## config.mk

```make
export PLATFORM = sky130hd
export DESIGN_NAME = bsg_cache_dma_arb
export DESIGN_NICKNAME = d
export VERILOG_FILES = /design/src/rtl/bsg_cache_dma_arb_pkg.sv /design/src/rtl/bsg_cache_dma_arb_fifo.sv /design/src/rtl/bsg_cache_dma_arb.sv
export SDC_FILE = /design/constraint.sdc
export NUM_CORES = 1
export LEC_CHECK = 0
export ABC_AREA = 1
export ABC_CLOCK_PERIOD_IN_PS = 2550
export BUFFER_PORTS_ARGS = -buffer_cell sky130_fd_sc_hd__buf_2
export CORE_AREA = 2 2 131 133
export DETAILED_ROUTE_END_ITERATION = 8
export DIE_AREA = 0 0 133 135
export GPL_TIMING_DRIVEN = 0
export PLACE_DENSITY_LB_ADDON = 0.25
export RECOVER_POWER = 25
export SLEW_MARGIN = 40
export SYNTH_ARGS = -nofsm -noshare
export SYNTH_HDL_FRONTEND = slang
export SYNTH_HIERARCHICAL = 1
export SYNTH_SLANG_ARGS = --single-unit
```

## constraint.sdc

```tcl
create_clock -name clk_i -period 2.55 [get_ports clk_i]
set_input_delay 0.1275 -clock clk_i [delete_from_list [all_inputs] [get_ports clk_i]]
set_output_delay 0.1275 -clock clk_i [all_outputs]
set_load 0.02 [all_outputs]
```

## src/rtl/bsg_cache_dma_arb_pkg.sv

```systemverilog
// Shared types and sizing helpers for the cache/prefetcher DMA arbiter.
package bsg_cache_dma_arb_pkg;

  typedef enum logic {WIdle, WData} wr_state_e;

  // DMA packet layout is {write_not_read, addr, mask}, one mask bit per word.
  function automatic int unsigned dma_pkt_width(int unsigned addr_width,
                                                int unsigned block_size_in_words);
    return 1 + addr_width + block_size_in_words;
  endfunction

  function automatic int unsigned safe_clog2(int unsigned n);
    return (n > 1) ? $clog2(n) : 1;
  endfunction

endpackage

```

## src/rtl/bsg_cache_dma_arb_fifo.sv

```systemverilog
// Small 1r1w FIFO recording which requester owns each outstanding read burst.
module bsg_cache_dma_arb_fifo
  import bsg_cache_dma_arb_pkg::*;
#(
  parameter int unsigned Depth = 4,
  parameter int unsigned Width = 1
) (
  input  logic             clk_i,
  input  logic             reset_n_i,
  input  logic             push_i,
  input  logic [Width-1:0] data_i,
  input  logic             pop_i,
  output logic [Width-1:0] data_o,
  output logic             full_o,
  output logic             empty_o
);

  localparam int unsigned PtrW = safe_clog2(Depth);
  localparam int unsigned CntW = safe_clog2(Depth + 1);
  localparam logic [PtrW-1:0] PtrLast = PtrW'(Depth - 1);
  localparam logic [CntW-1:0] CntFull = CntW'(Depth);

  logic [Width-1:0] mem_q [Depth];
  logic [PtrW-1:0]  wr_ptr_q, wr_ptr_d, rd_ptr_q, rd_ptr_d;
  logic [CntW-1:0]  count_q, count_d;

  always_comb begin
    wr_ptr_d = wr_ptr_q;
    rd_ptr_d = rd_ptr_q;
    count_d  = count_q;
    if (push_i) wr_ptr_d = (wr_ptr_q == PtrLast) ? '0 : wr_ptr_q + 1'b1;
    if (pop_i)  rd_ptr_d = (rd_ptr_q == PtrLast) ? '0 : rd_ptr_q + 1'b1;
    unique case ({push_i, pop_i})
      2'b10:   count_d = count_q + 1'b1;
      2'b01:   count_d = count_q - 1'b1;
      default: count_d = count_q;
    endcase
  end

  always_ff @(posedge clk_i) begin
    if (!reset_n_i) begin
      wr_ptr_q <= '0;
      rd_ptr_q <= '0;
      count_q  <= '0;
    end else begin
      wr_ptr_q <= wr_ptr_d;
      rd_ptr_q <= rd_ptr_d;
      count_q  <= count_d;
    end
  end

  always_ff @(posedge clk_i) begin
    if (push_i) mem_q[wr_ptr_q] <= data_i;
  end

  assign data_o  = mem_q[rd_ptr_q];
  assign full_o  = (count_q == CntFull);
  assign empty_o = (count_q == '0);

endmodule

```

## src/rtl/bsg_cache_dma_arb.sv

```systemverilog
// Shares one memory DMA link between the miss engine (0, demand) and prefetcher (1),
// with a starvation bound for the prefetcher and in-order routing of fill bursts.
module bsg_cache_dma_arb
  import bsg_cache_dma_arb_pkg::*;
#(
  parameter int unsigned addr_width_p          = 32,
  parameter int unsigned block_size_in_words_p = 8,
  parameter int unsigned dma_data_width_p      = 32,
  parameter int unsigned burst_len_p           = 4,
  parameter int unsigned max_reads_p           = 4,
  parameter int unsigned starve_limit_p        = 8,
  localparam int unsigned PktWidth = dma_pkt_width(addr_width_p, block_size_in_words_p)
) (
  input  logic                          clk_i,
  input  logic                          reset_n_i,
  input  logic [2*PktWidth-1:0]         req_dma_pkt_i,
  input  logic [1:0]                    req_dma_pkt_v_i,
  output logic [1:0]                    req_dma_pkt_yumi_o,
  output logic [2*dma_data_width_p-1:0] req_dma_data_o,
  output logic [1:0]                    req_dma_data_v_o,
  input  logic [1:0]                    req_dma_data_ready_and_i,
  input  logic [2*dma_data_width_p-1:0] req_dma_data_i,
  input  logic [1:0]                    req_dma_data_v_i,
  output logic [1:0]                    req_dma_data_yumi_o,
  output logic [PktWidth-1:0]           mem_dma_pkt_o,
  output logic                          mem_dma_pkt_v_o,
  input  logic                          mem_dma_pkt_yumi_i,
  input  logic [dma_data_width_p-1:0]   mem_dma_data_i,
  input  logic                          mem_dma_data_v_i,
  output logic                          mem_dma_data_ready_and_o,
  output logic [dma_data_width_p-1:0]   mem_dma_data_o,
  output logic                          mem_dma_data_v_o,
  input  logic                          mem_dma_data_yumi_i
);

  localparam int unsigned DW   = dma_data_width_p;
  localparam int unsigned CntW = safe_clog2(burst_len_p);
  localparam int unsigned StW  = safe_clog2(starve_limit_p + 1);
  localparam logic [CntW-1:0] LastBeat  = CntW'(burst_len_p - 1);
  localparam logic [StW-1:0]  StarveMax = StW'(starve_limit_p);

  logic [PktWidth-1:0] pkt [2];
  logic [1:0]          is_write, elig, grant;
  logic                force1, pkt_accept, win_write, win_id;
  logic                fifo_full, fifo_empty, fifo_head, fifo_push, fifo_pop;
  logic                fill_ready, fill_beat, in_wdata, evict_beat;
  wr_state_e           wr_state_q, wr_state_d;
  logic                wr_owner_q, wr_owner_d;
  logic [CntW-1:0]     rd_cnt_q, rd_cnt_d, wr_cnt_q, wr_cnt_d;
  logic [StW-1:0]      starve_cnt_q, starve_cnt_d;

  assign pkt[0] = req_dma_pkt_i[0 +: PktWidth];
  assign pkt[1] = req_dma_pkt_i[PktWidth +: PktWidth];

  // Eligibility uses only registered state so grant never depends on a same-cycle pop.
  always_comb begin
    for (int i = 0; i < 2; i++) begin
      is_write[i] = pkt[i][PktWidth-1];
      elig[i]     = req_dma_pkt_v_i[i] & (is_write[i] ? (wr_state_q == WIdle) : ~fifo_full);
    end
  end

  assign force1     = elig[1] & (starve_cnt_q == StarveMax);
  assign grant[1]   = elig[1] & (~elig[0] | force1);
  assign grant[0]   = elig[0] & ~force1;
  assign win_id     = grant[1];
  assign win_write  = grant[1] ? is_write[1] : is_write[0];
  assign pkt_accept = reset_n_i & (|grant) & mem_dma_pkt_yumi_i;
  assign fifo_push  = pkt_accept & ~win_write;

  assign mem_dma_pkt_v_o    = reset_n_i & (|grant);
  assign mem_dma_pkt_o      = grant[1] ? pkt[1] : pkt[0];
  assign req_dma_pkt_yumi_o = grant & {2{reset_n_i & mem_dma_pkt_yumi_i}};

  // Fill path: head of the read-order FIFO owns the current burst.
  assign fill_ready               = reset_n_i & ~fifo_empty & req_dma_data_ready_and_i[fifo_head];
  assign mem_dma_data_ready_and_o = fill_ready;
  assign req_dma_data_o           = {2{mem_dma_data_i}};
  assign fill_beat                = mem_dma_data_v_i & fill_ready;
  assign fifo_pop                 = fill_beat & (rd_cnt_q == LastBeat);

  always_comb begin
    req_dma_data_v_o = '0;
    if (reset_n_i && !fifo_empty) req_dma_data_v_o[fifo_head] = mem_dma_data_v_i;
  end

  // Evict path: only the write-burst owner is forwarded.
  assign in_wdata         = reset_n_i & (wr_state_q == WData);
  assign mem_dma_data_v_o = in_wdata & req_dma_data_v_i[wr_owner_q];
  assign mem_dma_data_o   = wr_owner_q ? req_dma_data_i[DW +: DW] : req_dma_data_i[0 +: DW];
  assign evict_beat       = mem_dma_data_v_o & mem_dma_data_yumi_i;

  always_comb begin
    req_dma_data_yumi_o             = '0;
    req_dma_data_yumi_o[wr_owner_q] = evict_beat;
  end

  always_comb begin
    wr_state_d   = wr_state_q;
    wr_owner_d   = wr_owner_q;
    wr_cnt_d     = wr_cnt_q;
    rd_cnt_d     = rd_cnt_q;
    starve_cnt_d = starve_cnt_q;

    unique case (wr_state_q)
      WIdle: begin
        if (pkt_accept && win_write) begin
          wr_state_d = WData;
          wr_owner_d = win_id;
          wr_cnt_d   = '0;
        end
      end
      WData: begin
        if (evict_beat) begin
          if (wr_cnt_q == LastBeat) begin
            wr_state_d = WIdle;
            wr_cnt_d   = '0;
          end else begin
            wr_cnt_d = wr_cnt_q + 1'b1;
          end
        end
      end
      default: wr_state_d = WIdle;
    endcase

    if (fill_beat) rd_cnt_d = (rd_cnt_q == LastBeat) ? '0 : rd_cnt_q + 1'b1;

    if (pkt_accept) begin
      if (grant[1]) begin
        starve_cnt_d = '0;
      end else if (elig[1] && starve_cnt_q != StarveMax) begin
        starve_cnt_d = starve_cnt_q + 1'b1;
      end
    end
  end

  always_ff @(posedge clk_i) begin
    if (!reset_n_i) begin
      wr_state_q   <= WIdle;
      wr_owner_q   <= 1'b0;
      wr_cnt_q     <= '0;
      rd_cnt_q     <= '0;
      starve_cnt_q <= '0;
    end else begin
      wr_state_q   <= wr_state_d;
      wr_owner_q   <= wr_owner_d;
      wr_cnt_q     <= wr_cnt_d;
      rd_cnt_q     <= rd_cnt_d;
      starve_cnt_q <= starve_cnt_d;
    end
  end

  bsg_cache_dma_arb_fifo #(
    .Depth(max_reads_p),
    .Width(1)
  ) u_rd_order (
    .clk_i    (clk_i),
    .reset_n_i(reset_n_i),
    .push_i   (fifo_push),
    .data_i   (win_id),
    .pop_i    (fifo_pop),
    .data_o   (fifo_head),
    .full_o   (fifo_full),
    .empty_o  (fifo_empty)
  );

endmodule

```

==> metrics.cfg <==
[timing]
slew_violations=0
clock_skew_ps=1.32
max_freq_ghz=0.433
finalWorstPathRequiredPeriod_ps=2310
grt_setup_unrepaired=no
slew_headroom_pct=69.1
tightestPinTransition_ps=463
finalHoldViolCount=0
finalSetupTns_ps=0
period_share_pct=90.6
setup_viol=0

[power_and_ir_drop]
p_per_area_mw_per_mm2=341
ir_worst_vdd_v=0.000239
leakage_nw=2.76
power.total_w=0.00156

[synthesis]
yosysTopAreaCell=nand2_1
ys_seq_elements=23
yosysSeqAreaShare_pct=18.6
yosys-top-cells-area=nand2_1 (35%), buf_4 (18%), dfxtp_1 (14%)
synth_warnings=6
yosysMostFrequentCell=nand2_1
synth.top_cells.by_count=nand2_1 (248), buf_4 (65), inv_1 (33)
ys_types=26
synth_edf_count=4
syn_area_mm2=0.00269
syn_nets=677
yosysTopAreaCellShare_pct=34.6
async_reset_ff_share_pct=0
syn_area_per_cell_um2=5.63
synthCells=477
ys.flop_type=dfxtp_1

[clock_network]
htreeDepth=1
clock_sinks=23
worstSkewPairLatency_ps=250
numCtsBuffers=3
cts_buffer_depth=2
cts_tree=built
path_clk_slew_ps=60
clockRootBuffer=clkbuf_16

[finish]
diodes=0
multi_input_area_mm2=0.00153
drive_gt1_share_pct=47.0
nets=988
syn_to_final_growth_pct=70.7
fin_util_pct=28.0
fillerInstances=1890
seq_area_um2=502

[critical_path]
worstSetupPathType=reg2reg
end_kind=flip-flop
r2r_cells=18
crit_fanout=5
start_kind=flip-flop
critical_path_arrival_ps=2460
required_ps=2700

[drt]
vias=3664
wl_per_cell_um=10.5
routed_wirelength_um=10600
drc=0
drtIter0Drc=107
dr.pass1.iters=4
drtAntennaViolNets=0
detail_route.vias_per_cell=3.64

[global_route]
antenna_found_initial=0
grt_max_degree=15
grt_pass1_vias=3135
overflow=0
grt_use_total_pct=10.3
grt_pass1_wl_um=15100

[floorplanning]
initial_core_util_pct=16.4
die_width_um=133
fp.dieH_um=135
core_mm2=0.0164
ios=335
fp-row-count=47
die_area_mm2=0.0180

[job]
cap_violations=0

[place]
port_buffers=302
hpwl_um=8980
gp_routability_congestion=0.756

[outcome]
outcome=completed

[hold_path]
hp-class=in2reg
whs_path_depth=3

==> what timing repair did <==
action                     4_1_cts  5_1_grt
pin swaps                        2        5
resized for setup                4       13
hold buffers                     0        0
gates cloned                     0        0
setup buffers                    2        2
setup endpoints to repair        3        3
==> cell families after synthesis <==
group / after synthesis / share of synthesized area, %
adder cells (fa/ha/maj): 11 / 5.40
AND/OR/NAND/NOR: 292 / 42.9
XOR/XNOR: 2 / 0.652
buffers and inverters: 120 / 26.3
flip-flops: 23 / 18.6
AO/OA/AOI/OAI: 29 / 6.19
==> per-stage QoR <==
step	std cells	worst slack (ps)	hold WS [ps]	instance area (µm²)
detailed placement	999	-524	440	4470
floorplan	477	120	248	2690
global route	1007	6.20	188	4590
global placement	999	-545	438	4470
finish	1007	240	176	4590
CTS	1005	42.5	167	4590
==> per-layer routing <==
metal	wire length, µm	track usage (%)	part of all wire, %
met4	65	1.43	0.61
met2	5450	20.4	51
met3	953	2.44	9.0
met5	0	0	0
met1	4120	11.1	39
==> area by class of cell <==
class                   instances  area share [%]
inverters                      40            3.27
flip-flops and latches         23            10.9
well taps                     220            6.00
multi-input cells             334            33.4
plain buffers                  80            12.1
clock inverters                 1           0.164
repair buffers                306            32.4
clock buffers                   3            1.64
==> critical path, cell delays in order, from the launching register on <==
cell and delay [ps]:
dfxtp_1 430, nor3_4 80, nand2_1 80, nand3_2 160
inv_2 130, o21ai_4 60, nand2_1 90, and2_4 170
nor2_4 40, inv_2 100, ha_2 200, inv_2 40
fa_2 330, inv_1 60, nand2_1 60, nand3_1 70
nand2_1 50, inv_1 40, nor2_1 30
==> cell usage in the layout, fill, tap and decap left out, types with 2 or more instances in the layout <==
cell type  synthesis  routed
xor2_1             2       2
inv_1             33      31
a21oi_4            1       2
edfxtp_1           4       4
a21oi_1           15      15
buf_4             65      69
o21ai_1            2       2
nand2_1          248     246
nand4_1            2       2
ha_1              10       9
clkbuf_16          0       3
nand3_2            4       4
buf_2              9     268
inv_2              7       9
nand2_2            0       2
clkbuf_1           6      49
nand3_1            5       5
nor3_1             5       4
dfxtp_1           19      18
nor2_1            24      22
nor2_2             2       3
o21ai_0            8       7
==> path summary, 6_finish.rpt <==
check                                      from                                  to  slack, ps
max          u_rd_order/count_q[0]$_SDFFE_PN0P_  u_rd_order/count_q[2]$_SDFFE_PN0P_        240
min                            mem_dma_data_v_i            rd_cnt_q[1]$_SDFFE_PN0P_        180
max reg2reg  u_rd_order/count_q[0]$_SDFFE_PN0P_  u_rd_order/count_q[2]$_SDFFE_PN0P_        240
min reg2reg            rd_cnt_q[1]$_SDFFE_PN0P_            rd_cnt_q[1]$_SDFFE_PN0P_        470
==> registers in the layout, indices dropped and copies added (netlist names), named ones only <==
| register | flops |
|---|---|
| u_rd_order/wr_ptr_q | 2 |
| starve_cnt_q | 4 |
| u_rd_order/rd_ptr_q | 2 |
| rd_cnt_q | 2 |
| wr_owner_q | 1 |
| u_rd_order/mem_q | 4 |
| wr_cnt_q | 2 |
| u_rd_order/count_q | 3 |
| wr_state_q | 1 |
==> power by group <==
group | internal [W] | leakage, nW | switching (W) | total [W]
logic | 0.000335 | 2.53 | 0.000494 | 0.000829
registers | 0.000380 | 0.191 | 0.00000924 | 0.000389
clock network | 0.000212 | 0.0371 | 0.000132 | 0.000345
total | 0.000927 | 2.76 | 0.000635 | 0.00156
(Power assumes the default switching activity.)
